$ cat src/rtl/weight_load_sched_if.sv
// rtl/weight_load_sched_if.sv - handshake and memory bundle for weight_load_sched
//
// Ports (slave = scheduler side):
//   i_start, i_abort     control pulses into the scheduler
//   o_mem_rden/o_mem_addr/i_mem_data   byte-wide preload memory read port
//   o_tdata/o_t_valid/i_t_ready        weight byte stream to LSTM_TOP
//   o_busy/o_done/o_aborted/o_byte_cnt transfer status
interface weight_load_sched_if #(
  parameter int DATA_WIDTH = 8,
  parameter int ADDR_WIDTH = 15
);
  logic                  i_start;
  logic                  i_abort;
  logic                  o_mem_rden;
  logic [ADDR_WIDTH-1:0] o_mem_addr;
  logic [DATA_WIDTH-1:0] i_mem_data;
  logic [DATA_WIDTH-1:0] o_tdata;
  logic                  o_t_valid;
  logic                  i_t_ready;
  logic                  o_busy;
  logic                  o_done;
  logic                  o_aborted;
  logic [ADDR_WIDTH-1:0] o_byte_cnt;

  modport slave (
    input  i_start, i_abort, i_mem_data, i_t_ready,
    output o_mem_rden, o_mem_addr, o_tdata, o_t_valid,
           o_busy, o_done, o_aborted, o_byte_cnt
  );

  modport master (
    output i_start, i_abort, i_mem_data, i_t_ready,
    input  o_mem_rden, o_mem_addr, o_tdata, o_t_valid,
           o_busy, o_done, o_aborted, o_byte_cnt
  );
endinterface

$ cat src/rtl/weight_load_sched.sv
// rtl/weight_load_sched.sv - paces the LSTM weight image from preload memory to LSTM_TOP
//
// Ports:
//   i_clk_sys  system clock
//   r_reset    synchronous active-high reset
//   bus        weight_load_sched_if.slave: start/abort, memory read port,
//              tdata/t_valid/t_ready stream, busy/done/aborted/byte_cnt status
module weight_load_sched #(
  parameter int DATA_WIDTH = 8,
  parameter int LENGTH     = 18432,
  parameter int ADDR_WIDTH = 15,
  parameter int GAP        = 29,
  parameter int RD_LATENCY = 1
) (
  input  logic                i_clk_sys,
  input  logic                r_reset,
  weight_load_sched_if.slave  bus
);

  // One counter serves both the read-latency wait and the inter-byte gap.
  localparam int CNT_MAX = (RD_LATENCY > GAP) ? RD_LATENCY : GAP;
  localparam int CNT_W   = (CNT_MAX < 2) ? 1 : $clog2(CNT_MAX + 1);
  localparam logic [CNT_W-1:0]      RL_LAST  = CNT_W'(RD_LATENCY);
  localparam logic [CNT_W-1:0]      GAP_LAST = (GAP > 0) ? CNT_W'(GAP - 1) : '0;
  localparam logic [ADDR_WIDTH-1:0] LAST_IDX = ADDR_WIDTH'(LENGTH - 1);

  typedef enum logic [2:0] {
    S_IDLE,
    S_READ,
    S_PRESENT,
    S_GAP,
    S_DONE
  } state_t;

  state_t                state_q, state_d;
  logic [CNT_W-1:0]      wait_q;
  logic [ADDR_WIDTH-1:0] byte_cnt_q;
  logic [ADDR_WIDTH-1:0] addr_q;
  logic [DATA_WIDTH-1:0] tdata_q;
  logic                  aborted_q;

  logic cnt_clr, cnt_inc, start_take, capture, accept, abort_take;
  logic rden, t_valid;
  logic last_byte;

  assign last_byte = (byte_cnt_q == LAST_IDX);

  always_ff @(posedge i_clk_sys) begin
    if (r_reset) begin
      state_q <= S_IDLE;
    end else begin
      state_q <= state_d;
    end
  end

  always_comb begin
    state_d    = state_q;
    cnt_clr    = 1'b0;
    cnt_inc    = 1'b0;
    start_take = 1'b0;
    capture    = 1'b0;
    accept     = 1'b0;
    abort_take = 1'b0;
    rden       = 1'b0;
    t_valid    = 1'b0;

    case (state_q)
      S_IDLE: begin
        // Abort wins over a simultaneous start.
        if (bus.i_start && !bus.i_abort) begin
          start_take = 1'b1;
          cnt_clr    = 1'b0;
          cnt_clr    = 1'b1;
          state_d    = S_READ;
        end
      end
      S_READ: begin
        // rden only on the entry cycle; data lands RD_LATENCY cycles later.
        rden = (wait_q == '0);
        if (wait_q == RL_LAST) begin
          capture = 1'b1;
          cnt_clr = 1'b1;
          state_d = S_PRESENT;
        end else begin
          cnt_inc = 1'b1;
        end
      end
      S_PRESENT: begin
        t_valid = 1'b1;
        if (bus.i_t_ready) begin
          accept  = 1'b1;
          cnt_clr = 1'b1;
          if (last_byte) begin
            state_d = S_DONE;
          end else if (GAP == 0) begin
            state_d = S_READ;
          end else begin
            state_d = S_GAP;
          end
        end
      end
      S_GAP: begin
        if (wait_q == GAP_LAST) begin
          cnt_clr = 1'b1;
          state_d = S_READ;
        end else begin
          cnt_inc = 1'b1;
        end
      end
      S_DONE: begin
        state_d = S_IDLE;
      end
      default: begin
        state_d = S_IDLE;
      end
    endcase

    // Abort overrides every busy state; a byte handshaken in the same cycle
    // still counts, but any read in flight is dropped.
    if (state_q != S_IDLE && bus.i_abort) begin
      abort_take = 1'b1;
      capture    = 1'b0;
      state_d    = S_IDLE;
    end
  end

  always_ff @(posedge i_clk_sys) begin
    if (r_reset) begin
      wait_q     <= '0;
      byte_cnt_q <= '0;
      addr_q     <= '0;
      tdata_q    <= '0;
      aborted_q  <= 1'b0;
    end else begin
      aborted_q <= abort_take;

      if (cnt_clr) begin
        wait_q <= '0;
      end else if (cnt_inc) begin
        wait_q <= wait_q + 1'b1;
      end

      if (start_take) begin
        byte_cnt_q <= '0;
        addr_q     <= '0;
      end

      if (capture) begin
        tdata_q <= bus.i_mem_data;
      end

      if (accept) begin
        byte_cnt_q <= byte_cnt_q + 1'b1;
        // Wrap after the last byte so the address never reaches LENGTH.
        addr_q     <= last_byte ? '0 : addr_q + 1'b1;
      end
    end
  end

  assign bus.o_mem_rden = rden;
  assign bus.o_mem_addr = addr_q;
  assign bus.o_tdata    = tdata_q;
  assign bus.o_t_valid  = t_valid;
  assign bus.o_busy     = (state_q != S_IDLE);
  assign bus.o_done     = (state_q == S_DONE);
  assign bus.o_aborted  = aborted_q;
  assign bus.o_byte_cnt = byte_cnt_q;

endmodule
$ cat src/flat_wrapper.sv
// flat-port wrapper written by rule: the top's interface ports become plain ports
module weight_load_sched_flat 
#(
  parameter int DATA_WIDTH = 8,
  parameter int LENGTH     = 18432,
  parameter int ADDR_WIDTH = 15,
  parameter int GAP        = 29,
  parameter int RD_LATENCY = 1
)
  (i_clk_sys, r_reset, bus_i_start, bus_i_abort, bus_i_mem_data, bus_i_t_ready, bus_o_mem_rden, bus_o_mem_addr, bus_o_tdata, bus_o_t_valid, bus_o_busy, bus_o_done, bus_o_aborted, bus_o_byte_cnt);
  weight_load_sched_if #(.DATA_WIDTH(DATA_WIDTH), .ADDR_WIDTH(ADDR_WIDTH)) bus_i ();
  input  logic i_clk_sys;
  input  logic r_reset;
  input wire logic [$bits(bus_i.i_start)-1:0] bus_i_start;
  input wire logic [$bits(bus_i.i_abort)-1:0] bus_i_abort;
  input wire logic [$bits(bus_i.i_mem_data)-1:0] bus_i_mem_data;
  input wire logic [$bits(bus_i.i_t_ready)-1:0] bus_i_t_ready;
  output wire logic [$bits(bus_i.o_mem_rden)-1:0] bus_o_mem_rden;
  output wire logic [$bits(bus_i.o_mem_addr)-1:0] bus_o_mem_addr;
  output wire logic [$bits(bus_i.o_tdata)-1:0] bus_o_tdata;
  output wire logic [$bits(bus_i.o_t_valid)-1:0] bus_o_t_valid;
  output wire logic [$bits(bus_i.o_busy)-1:0] bus_o_busy;
  output wire logic [$bits(bus_i.o_done)-1:0] bus_o_done;
  output wire logic [$bits(bus_i.o_aborted)-1:0] bus_o_aborted;
  output wire logic [$bits(bus_i.o_byte_cnt)-1:0] bus_o_byte_cnt;
  assign bus_i.i_start = bus_i_start;
  assign bus_i.i_abort = bus_i_abort;
  assign bus_i.i_mem_data = bus_i_mem_data;
  assign bus_i.i_t_ready = bus_i_t_ready;
  assign bus_o_mem_rden = bus_i.o_mem_rden;
  assign bus_o_mem_addr = bus_i.o_mem_addr;
  assign bus_o_tdata = bus_i.o_tdata;
  assign bus_o_t_valid = bus_i.o_t_valid;
  assign bus_o_busy = bus_i.o_busy;
  assign bus_o_done = bus_i.o_done;
  assign bus_o_aborted = bus_i.o_aborted;
  assign bus_o_byte_cnt = bus_i.o_byte_cnt;
  weight_load_sched #(.DATA_WIDTH(DATA_WIDTH), .LENGTH(LENGTH), .ADDR_WIDTH(ADDR_WIDTH), .GAP(GAP), .RD_LATENCY(RD_LATENCY)) u_core (.i_clk_sys(i_clk_sys), .r_reset(r_reset), .bus(bus_i));
endmodule
$ cat config.mk
export PLATFORM = sky130hd
export DESIGN_NAME = weight_load_sched_flat
export DESIGN_NICKNAME = d
export VERILOG_FILES = /design/src/rtl/weight_load_sched_if.sv /design/src/rtl/weight_load_sched.sv /design/src/flat_wrapper.sv
export SDC_FILE = /design/constraint.sdc
export NUM_CORES = 1
export LEC_CHECK = 0
export CAP_MARGIN = 20
export CELL_PAD_IN_SITES_DETAIL_PLACEMENT = 1
export CELL_PAD_IN_SITES_GLOBAL_PLACEMENT = 1
export CORE_ASPECT_RATIO = 1.5
export CORE_UTILIZATION = 34
export CTS_BUF_LIST = sky130_fd_sc_hd__clkbuf_16
export DETAILED_ROUTE_END_ITERATION = 12
export PLACE_DENSITY_LB_ADDON = 0.08
export RECOVER_POWER = 50
export SYNTH_ARGS = -nofsm -noshare
export SYNTH_HDL_FRONTEND = slang
export SYNTH_SLANG_ARGS = --single-unit
export TNS_END_PERCENT = 10
$ cat constraint.sdc
create_clock -name i_clk_sys -period 1.7 [get_ports i_clk_sys]
set_clock_uncertainty 0.1 [all_clocks]
set_input_delay 0.34 -clock i_clk_sys [delete_from_list [all_inputs] [get_ports i_clk_sys]]
set_output_delay 0.34 -clock i_clk_sys [all_outputs]
set_load 0.1 [all_outputs]
# ---- Word-level counts from Yosys, hierarchy flattened
# Index checks and enable logic that the tools add are counted.
dict set report op_classes {
  add_sub_neg 3
  n_mux 25
  eq_ne 11
  n_reduce_logical 10
}
# op n
set op_table {}
lappend op_table {{$mux 15} 4}
lappend op_table {{$add 15x1->15 const B} 2}
lappend op_table {{$eq 15x15->1 const B} 1}
lappend op_table {{$mux 3} 5}
lappend op_table {{$mux 1} 13}
lappend op_table {{$pmux 3 s4} 1}
lappend op_table {{$eq 3x2->1 const B} 2}
lappend op_table {{$ne 2x1->1 const B} 3}
lappend op_table {{$add 5x1->5 const B} 1}
lappend op_table {{$eq 5x1->1 const B} 1}
lappend op_table {{$eq 5x5->1 const B} 1}
lappend op_table {{$logic_not 5->1} 1}
lappend op_table {{$pmux 1 s4} 1}
lappend op_table {{$reduce_and 4->1} 1}
lappend op_table {{$reduce_or 2->1} 2}
lappend op_table {{$eq 3x1->1 const B} 1}
lappend op_table {{$eq 3x3->1 const B} 1}
lappend op_table {{$logic_not 3->1} 1}
lappend op_table {{$reduce_bool 3->1} 1}
lappend op_table {{$logic_and 1x1->1} 2}
lappend op_table {{$ne 2x2->1 const B} 1}
lappend op_table {{$pmux 1 s2} 1}
lappend op_table {{$reduce_bool 2->1} 1}
lappend op_table {{$logic_not 1->1} 1}
dict set report word_totals {
  out_inout_bits 43
  ff_bits 47
  wordCells 55
  inputBits 13
}

# ---- Longest topological paths before layout
# Gate-level depths: netlist of run 1.
dict set report logic_depth {
  depth_word 6
  ltp_mapped 7
  ltp_nobuf 6
}

# ---- Least setup slack after synthesis of run 1
# Ideal clock, no wire load.
dict set report synth_path {
  path_type {register -> register}
  startpoint {register u_core.state_q[1]}
  endpoint {register u_core.state_q[2]}
  slack_ns -1.508
  path_stages_with_launch 5
  t_arrival_ns 3.035
  setup_ns 0.073
  path_buffers 1
  synth_period_minus_slack_ns 3.208
  required_time_ns 1.527
  path_cell_list {dfxtp_1 buf_6 inv_1 nor3_1 and4_1}
}
dict set report synth_via {
  elab_chain_cells 3
  elab_cells_between_ends 13
  classes_between {7 x eq/ne; 1 x mux; 5 x reduce/logical}
}
# item line
set synth_rtl {}
lappend synth_rtl {{from (decl)} weight_load_sched.sv:35} ;# state_t state_q, state_d;
lappend synth_rtl {{from (signal assigned)} weight_load_sched.sv:52} ;# state_q <= state_d;
lappend synth_rtl {{$eq 3x2->1, or another cell as far along} weight_load_sched.sv:67} ;# case (state_q)
lappend synth_rtl {{$ne 2x1->1 (no source line), or another cell as far along} --}
lappend synth_rtl {{$reduce_and 4->1 (no source line) or $reduce_or 2->1 (tied branches)} --}
# Several ways; a longest one is shown, not always the timed one.
# A chain may end at the register's enable or synchronous reset.

# ---- Final worst setup path of run 1
dict set report layout_path {
  startpoint {register u_core.state_q[1]}
  endpoint {output port bus_o_mem_rden}
}
dict set report layout_via {
  elab_chain_cells 2
}
# item line
set layout_rtl {}
lappend layout_rtl {{$eq 3x1->1} weight_load_sched.sv:67}
lappend layout_rtl {{$mux 1} weight_load_sched.sv:67}
lappend layout_rtl {{to (decl)} flat_wrapper.sv:18} ;# output wire logic [$bits(bus_i.o_mem_rden)-1:0] bus_o_mem_rden;
# No other way between the ends.

==> flow_summary.ini, run 1 <==
[outcome]
status = finished, violations left
violations = setup timing

[synth]
ys_seq_area_frac = 0.376
synthFlopType = dfxtp_1
synth_compound_area_frac = 0.191
synthSimpleGateAreaFrac = 0.279
ys_warn_count = 0
syn_inst = 280
netlist_area_sq_um = 2500
synth_top_family_by_area = simple AND/OR/NAND/NOR gates
muxShareOfSynthArea = 0.0360
syn_nets = 298
synth_fa_ha_area_frac = 0.0250
ys_types = 60
ys_ff_latch = 47
synth_edf_count = 0
synth-async-reset-ratio = 0
avgSynthCellArea_sq_um = 8.93
synth_xor_area_frac = 0.0245

[cells_and_area]
layout.cells.non_filler = 481
nets = 401
final_common_cell = buf_4
area_growth_syn_to_layout_pct = 73.2
fin_util = 0.620
drive_above_1_share = 0.469
n_antenna_cell = 0
fill_cells = 736
final_cell_mix = buf_4, buf_12, nor2_1

[power_and_ir_drop]
power_density_nw_per_um2 = 547
power.total_uw = 2370
ir_drop_uv = 486
p_leak_uw = 0.00156

[timing]
final.setup.worst_slack_ns = -0.150
fmax_mhz = 541
min_period_ns = 1.85
worst_pin_slew_ns = 0.408
slew_headroom = 0.725
fin_setup_tns_ns = -2.01
rsz0062_at_grt = true
hold_viol = 0
drv_slew = 0
finalCritPeriodShare = 1.09
final-setup-viol-count = 19

[critical_path]
reg2reg_to = u_core.bus.o_tdata[6]
worstPathRequired_ns = 1.26
cp_max_fo = 8
rrSetupSlack_ns = -0.15
critical_path.max_stage_delay_ns = 0.39
reg2reg_from = u_core.wait_q[1]
arrival_ns = 1.41
crit_end = bus_o_mem_rden
crit_chain = nor3b_2 -> and3_4 -> buf_12
worst_setup_path_start_kind = flop
r2r_cells = 7
crit_path_start = u_core.state_q[1]
endpoint_kind = output pin
critPathKind = reg -> out
cp_slowest_cell = dfxtp_4

[detailed_routing]
via_per_inst = 5.41
finalWirelength_um = 7800
drtIter0Drc = 94
drtPass1Iterations = 4
via_count = 2602
ant_nets = 0
drc = 0
wl_per_cell_um = 16.2

[clock_network]
clkSlewWorstSetupHoldPaths_ns = 0.06
clock_path_buffers = 2
clkSinkCount = 47
numCtsBuffers = 5
htreeDepth = 2
insertion_delay_ns = 0.28
cts_root_buffer = clkbuf_16
cts_tree = yes

[place]
placed_cells = 472
routabilityCongestion = 0.817
post-dp-hpwl_um = 6020
dpl_worst_slack_ns = -0.387
io_buffer_count = 55

[grt]
grt_pass1_wl_um = 12900
overflow = 0
grt_util_all_layers = 0.209
antenna_found_initial = 0
first_global_vias = 2785
grt_max_degree = 19

[floorplanning]
num_rows = 37
die_h_um = 107
die_area_sq_um = 7710
initial_core_util = 0.358
coreArea_sq_um = 6990
io_pins = 56
die_w_um = 72.0

[hold_path]
hold_path.class = reg -> reg

[job]
maxCapViolations = 0
## area by class of cell
type	instances	area, sq um	area share
Timing Repair Buffer	114	1450	0.334
Sequential cell	47	1020	0.236
Clock inverter	3	12.5	0.00289
Tap cell	97	121	0.0280
Inverter	16	62.6	0.0144
Multi-Input combinational cell	199	1540	0.356
Clock buffer	5	125	0.0289
## synth_stat cells, drive strengths merged (2+ instances only)
master / n / area, sq um
dfxtp: 47 / 941
nor2: 21 / 78.8
a21oi: 16 / 83.8
a31oi: 16 / 100
inv: 16 / 60.1
nand3: 13 / 65.1
buf: 12 / 87.6
nand4: 10 / 62.6
mux2i: 9 / 90.1
nor3: 9 / 45.0
nand2: 8 / 30.0
o21ai: 8 / 43.8
or3: 7 / 48.8
and3: 6 / 37.5
clkbuf: 6 / 22.5
nor4: 6 / 37.5
or4b: 6 / 63.8
xnor2: 6 / 52.6
ha: 5 / 62.6
o211ai: 5 / 42.5
and2: 4 / 27.5
nor3b: 4 / 40.0
a211oi: 3 / 22.5
a311o: 3 / 30.0
nand3b: 3 / 22.5
o22ai: 3 / 18.8
or4: 3 / 26.3
a41oi: 2 / 17.5
and4: 2 / 17.5
nand4bb: 2 / 43.8
nor2b: 2 / 12.5
o221ai: 2 / 23.8
o31ai: 2 / 15.0
## metal layers
layer | global-route usage | wire length (um)
met5 | 0 | 0
met4 | 0.0672 | 168
met3 | 0.0310 | 191
met2 | 0.397 | 4370
met1 | 0.233 | 3060
## sequential cells by signal, summed over array words and instances, names as in the netlist
| signal | flops |
|---|---|
| u_core.bus.o_aborted | 1 |
| u_core.bus.o_byte_cnt | 15 |
| u_core.bus.o_mem_addr | 15 |
| u_core.wait_q | 5 |
| u_core.state_q | 3 |
| u_core.bus.o_tdata | 8 |
## worst max-delay path, delay by kind of cell, from the launching register on
family                 cells  cell delay (ns)
flip-flops                 1             0.39
AND/OR/NAND/NOR            2             0.56
buffers and inverters      1             0.17
## where the power goes
group          switching [uW]  internal (uW)
combinational             178            157
clock                     410            533
sequential               7.75           1080
total                     596           1770
## cell families (layout without fill, tap and decap cells)
| group | Yosys count | count (layout) |
|---|---|---|
| and+or+nand+nor | 110 | 110 |
| adders and majority gates | 5 | 5 |
| AOI/OAI and AO/OA | 68 | 68 |
| DFF | 47 | 47 |
| buffers and inverters | 34 | 138 |
| muxes | 9 | 9 |
| xor gates and xnor gates | 7 | 7 |
## stage by stage
| step | hold slack [ns] | instance area [sq um] |
|---|---|---|
| 3_5_place_dp | 0.376 | 4070 |
| 6_report | 0.391 | 4330 |
| 5_1_grt | 0.409 | 4330 |
| 4_1_cts | 0.390 | 4290 |
| 2_1_floorplan | 0.354 | 2660 |
| 3_3_place_gp | 0.380 | 4070 |
## repair_timing
item                                    4_1_cts  5_1_grt
hold buffers                                  0        0
buffers inserted                              1        0
resized for setup                            21       10
endpoints found under the setup margin       39       41
pin swaps                                     5        8
## worst min path at each step
stage	start	cells after the start	to
CTS	u_core.bus.o_byte_cnt[6]	1	u_core.bus.o_byte_cnt[6]
detailed placement	u_core.bus.o_byte_cnt[6]	1	u_core.bus.o_byte_cnt[6]
global route	u_core.bus.o_byte_cnt[6]	1	u_core.bus.o_byte_cnt[6]
floorplan	bus_i_abort	2	u_core.bus.o_aborted
finish	u_core.bus.o_byte_cnt[6]	1	u_core.bus.o_byte_cnt[6]
global placement	u_core.bus.o_byte_cnt[6]	1	u_core.bus.o_byte_cnt[6]
Power figures use the tool's default switching activity.
==> run 2, diff against run 1 <==
CORE_UTILIZATION = 42   (was 34)
DONT_BUFFER_PORTS = 1   (was not set)
PLACE_DENSITY_LB_ADDON = 0.25   (was 0.08)
==> flow_summary.ini, run 2 (synthesis results as in run 1) <==
[place]
io_buffer_count = 0
placed_cells = 415
post-dp-hpwl_um = 5560
routabilityCongestion = 0.832
place_area_sq_um = 3280

[power_and_ir_drop]
p_int_uw = 1740
pwr-share-seq = 0.471
netSwitchingFraction = 0.250
pwr-share-comb = 0.113
power.total_uw = 2320
p_leak_uw = 0.00132
switchingPower_uw = 580
clkPwrFrac = 0.416
power_density_nw_per_um2 = 658
ir_drop_uv = 533

[clock_network]
insertion_delay_ns = 0.29
clkSinkCount = 47
numCtsBuffers = 5
cts_tree = yes
clkSlewWorstSetupHoldPaths_ns = 0.06
cts_root_buffer = clkbuf_16
htreeDepth = 2
clock_path_buffers = 2

[critical_path]
worstPathRequired_ns = 1.78
endpoint_kind = flop
critical_path.max_stage_delay_ns = 0.50
cp_max_fo = 8
arrival_ns = 1.96
cp_slowest_cell = or4b_4
critPathKind = reg -> reg
worst_setup_path_start_kind = flop
crit_chain = inv_2 -> ha_4 -> or4b_4 -> nor3b_4 -> buf_6 -> mux2i_1 -> nor2_1

[detailed_routing]
via_count = 2546
drc = 0
ant_nets = 0
drtPass1Iterations = 4
via_per_inst = 5.93
finalWirelength_um = 7750
drtIter0Drc = 95
wl_per_cell_um = 18.1

[floorplanning]
die_h_um = 96.5
die_w_um = 65.0
die_area_sq_um = 6270
initial_core_util = 0.432
num_rows = 34
io_pins = 56
coreArea_sq_um = 5790

[timing]
final.setup.worst_slack_ns = -0.179
worst_pin_slew_ns = 0.608
drv_slew = 0
hold_viol = 0
finalCritPeriodShare = 1.11
fin_setup_tns_ns = -2.65
rsz0062_at_grt = true
final-setup-viol-count = 25
min_period_ns = 1.88
slew_headroom = 0.595
fmax_mhz = 532

[cells_and_area]
final_cell_mix = buf_4, nor2_1, clkbuf_2
fill_cells = 667
n_antenna_cell = 0
nets = 374
fin_util = 0.609
area_growth_syn_to_layout_pct = 40.9
drive_above_1_share = 0.454
final_common_cell = buf_4
fin_area_sq_um = 3520
layout.cells.non_filler = 429

[grt]
gr-usage-met1 = 0.268
grt_util_all_layers = 0.258
grt_util_met3 = 0.0458
overflow = 0
busiest_layer = met2
antenna_found_initial = 0
grtUsageMet2 = 0.506
grt_max_degree = 37
grt_pass1_wl_um = 12400
first_global_vias = 2639

[job]
maxCapViolations = 0

[outcome]
status = finished, violations left
violations = setup timing

[hold_path]
hold_path.class = in -> reg
## run 2: changes by cell type in the layout (fill, tap and decap cells not counted), sizes merged
cell,previous run,this run
inv,17,16
clkdlybuf4s50,11,0
clkinvlp,0,1
dlygate4sd3,0,2
clkbuf,5,25
buf,102,65
dlygate4sd2,1,0
## run 2: cell type report
type | instances | area, sq um | share of cell area
clock buffers | 5 | 125 | 0.0355
clock inverters | 3 | 20.0 | 0.00568
inverters | 16 | 62.6 | 0.0178
multi-input cells | 199 | 1530 | 0.434
flip-flops and latches | 47 | 1030 | 0.291
well taps | 72 | 90.1 | 0.0256
repair buffers | 87 | 672 | 0.191
## run 2: worst max-delay path: cells and delay by family, from the launching register on
kind,cells,cell delay [ns]
and+or+nand+nor,3,0.76
adders and majority gates,1,0.12
DFF,1,0.33
muxes,1,0.21
buffers and inverters,2,0.26
## run 2: power by group through the flow
| stage | registers [uW] | logic (uW) | clock network [uW] |
|---|---|---|---|
| detailed placement | 1120 | 234 | 0 |
| global placement | 1120 | 229 | 0 |
| floorplan | 1130 | 161 | 0 |
| finish | 1090 | 262 | 965 |
| CTS | 1090 | 261 | 986 |
| global route | 1090 | 277 | 1030 |
## run 2: path summary, 6_finish.rpt
check	slack, ns	startpoint	cells after the start	endpoint
worst max-delay path	-0.18	u_core.wait_q[1]	7	u_core.bus.o_tdata[1]
worst min-delay path	0.01	r_reset	1	u_core.bus.o_byte_cnt[4]
worst max register to register	-0.18	u_core.wait_q[1]	7	u_core.bus.o_tdata[1]
worst min register to register	0.36	u_core.bus.o_byte_cnt[6]	1	u_core.bus.o_byte_cnt[6]
## run 2: per-layer routing
| layer | vias to the layer above | share of wire |
|---|---|---|
| met5 | - | 0 |
| met4 | 0 | 0.016 |
| met3 | 11 | 0.042 |
| met2 | 62 | 0.57 |
| met1 | 1260 | 0.37 |
| li1 | 1213 | - |
## run 2: metrics by stage
step / worst slack, ns / hold WS, ns
floorplan: -0.106 / 0.354
global placement: -0.110 / 0.300
detailed placement: -0.216 / 0.301
CTS: -0.170 / 0.00528
global route: -0.255 / 0.00380
finish: -0.179 / 0.0112
## run 2: timing repair
item | 4_1_cts | 5_1_grt
endpoints found under the setup margin | 34 | 42
setup buffers | 5 | 0
hold buffers | 1 | 1
resized for setup | 23 | 8
endpoints found under the hold margin | 1 | 1
cloned | 0 | 0
pin swaps | 8 | 5
==> run 3, diff against run 2 <==
CORE_MARGIN = 4   (was not set)
==> flow_summary.ini, run 3 (synthesis results as in run 1) <==
[detailed_routing]
via_per_inst = 5.88
finalWirelength_um = 7500
drtIter0Drc = 62
drc = 0
wl_per_cell_um = 17.6
via_count = 2499
ant_nets = 0
drtPass1Iterations = 4

[timing]
rsz0062_at_grt = true
hold_viol = 0
fmax_mhz = 536
final.setup.worst_slack_ns = -0.167
drv_slew = 0
finalCritPeriodShare = 1.10
fin_setup_tns_ns = -2.28
worst_pin_slew_ns = 0.620
final-setup-viol-count = 20
min_period_ns = 1.87
slew_headroom = 0.587

[place]
routabilityCongestion = 0.843
place_area_sq_um = 3270
post-dp-hpwl_um = 5510
io_buffer_count = 0

[cells_and_area]
fill_cells = 679
n_antenna_cell = 0
area_growth_syn_to_layout_pct = 38.4
nets = 370
drive_above_1_share = 0.439
fin_util = 0.598
final_cell_mix = buf_4, nor2_1, clkbuf_2
fin_area_sq_um = 3460
final_common_cell = buf_4

[hold_path]
hold_path.class = in -> reg
hp-start = r_reset
holdPathStages = 1
min_to = u_core.bus.o_byte_cnt[14]

[floorplanning]
die_w_um = 71.0
die_h_um = 103
io_pins = 56
initial_core_util = 0.432
coreArea_sq_um = 5790
die_area_sq_um = 7280
num_rows = 34

[grt]
first_global_vias = 2691
grt_max_degree = 37
grt_util_all_layers = 0.214
overflow = 0
grt_pass1_wl_um = 12500
antenna_found_initial = 0

[outcome]
status = finished, violations left
violations = setup timing

[critical_path]
reg2reg_from = u_core.wait_q[1]
endpoint_kind = output pin
worst_setup_path_start_kind = flop
r2r_cells = 7
arrival_ns = 1.43
reg2reg_to = u_core.bus.o_tdata[7]
crit_path_start = u_core.state_q[2]
rrSetupSlack_ns = -0.17
worstPathRequired_ns = 1.26
critPathKind = reg -> out
cp_max_fo = 9

[clock_network]
cts_root_buffer = clkbuf_16
clkSinkCount = 47
cts_tree = yes
insertion_delay_ns = 0.28
clkSlewWorstSetupHoldPaths_ns = 0.06
clock_path_buffers = 2
numCtsBuffers = 5
htreeDepth = 2

[power_and_ir_drop]
pwr-share-comb = 0.108
netSwitchingFraction = 0.251
clkPwrFrac = 0.416
ir_drop_uv = 537
switchingPower_uw = 579
pwr-share-seq = 0.475
p_leak_uw = 0.00129
p_int_uw = 1730
power_density_nw_per_um2 = 667

[job]
maxCapViolations = 0
==> run 3: what timing repair did <==
| action | in CTS | in global routing |
|---|---|---|
| pin swaps | 6 | 4 |
| hold endpoints to repair | 1 | 0 |
| hold buffers | 1 | 0 |
| endpoints found under the setup margin | 28 | 32 |
| gates resized for setup | 16 | 4 |
| setup buffers | 1 | 1 |
==> run 3: metal layers <==
metal,part of all wire,up-vias,wire length (um),track usage
li1,-,1197,-,-
met1,0.38,1228,2860,0.227
met2,0.55,58,4120,0.407
met3,0.046,16,347,0.0517
met4,0.023,0,169,0.0796
met5,0,-,0,0
==> run 3: how the worst max path moves through the flow <==
stage	slack (ns)	depth (start not counted)	endpoint
after floorplan	-0.11	6	u_core.bus.o_byte_cnt[13]
after global placement	-0.11	7	u_core.bus.o_tdata[0]
after detailed placement	-0.20	7	u_core.bus.o_tdata[7]
after CTS	-0.18	7	u_core.bus.o_tdata[7]
after global routing	-0.26	7	u_core.bus.o_tdata[3]
final	-0.17	3	bus_o_busy
==> run 3: power by group through the flow <==
| stage | registers, uW | logic, uW | clock network [uW] |
|---|---|---|---|
| final | 1100 | 250 | 961 |
| after global routing | 1100 | 268 | 1020 |
| after CTS | 1100 | 245 | 975 |
| after detailed placement | 1120 | 231 | 0 |
| after global placement | 1120 | 226 | 0 |
| after floorplan | 1130 | 161 | 0 |
==> run 3: worst max-delay path, stage by stage (launching register included) <==
cell	delay [ns]
dfxtp_2	0.38
or3_4	0.43
buf_4	0.15
buf_6	0.18
==> run 3: final cells by class <==
class | instances | area [sq um] | share of cell area
clock buffer | 5 | 125 | 0.0362
clock inverter | 3 | 13.8 | 0.00398
inverter | 16 | 62.6 | 0.0181
tap | 72 | 90.1 | 0.0260
sequential | 47 | 1020 | 0.294
timing repair buffer | 83 | 627 | 0.181
multi-input combinational | 199 | 1520 | 0.440
==> run 3: per-stage QoR <==
stage               hold WS, ns  power [uW]  cells  setup WS (ns)
finish                   0.0150        2310    425         -0.167
CTS                     0.00407        2320    424         -0.180
global route            0.00407        2390    425         -0.257
global placement          0.301        1340    414         -0.106
detailed placement        0.302        1350    414         -0.196
floorplan                 0.354        1290    280         -0.106
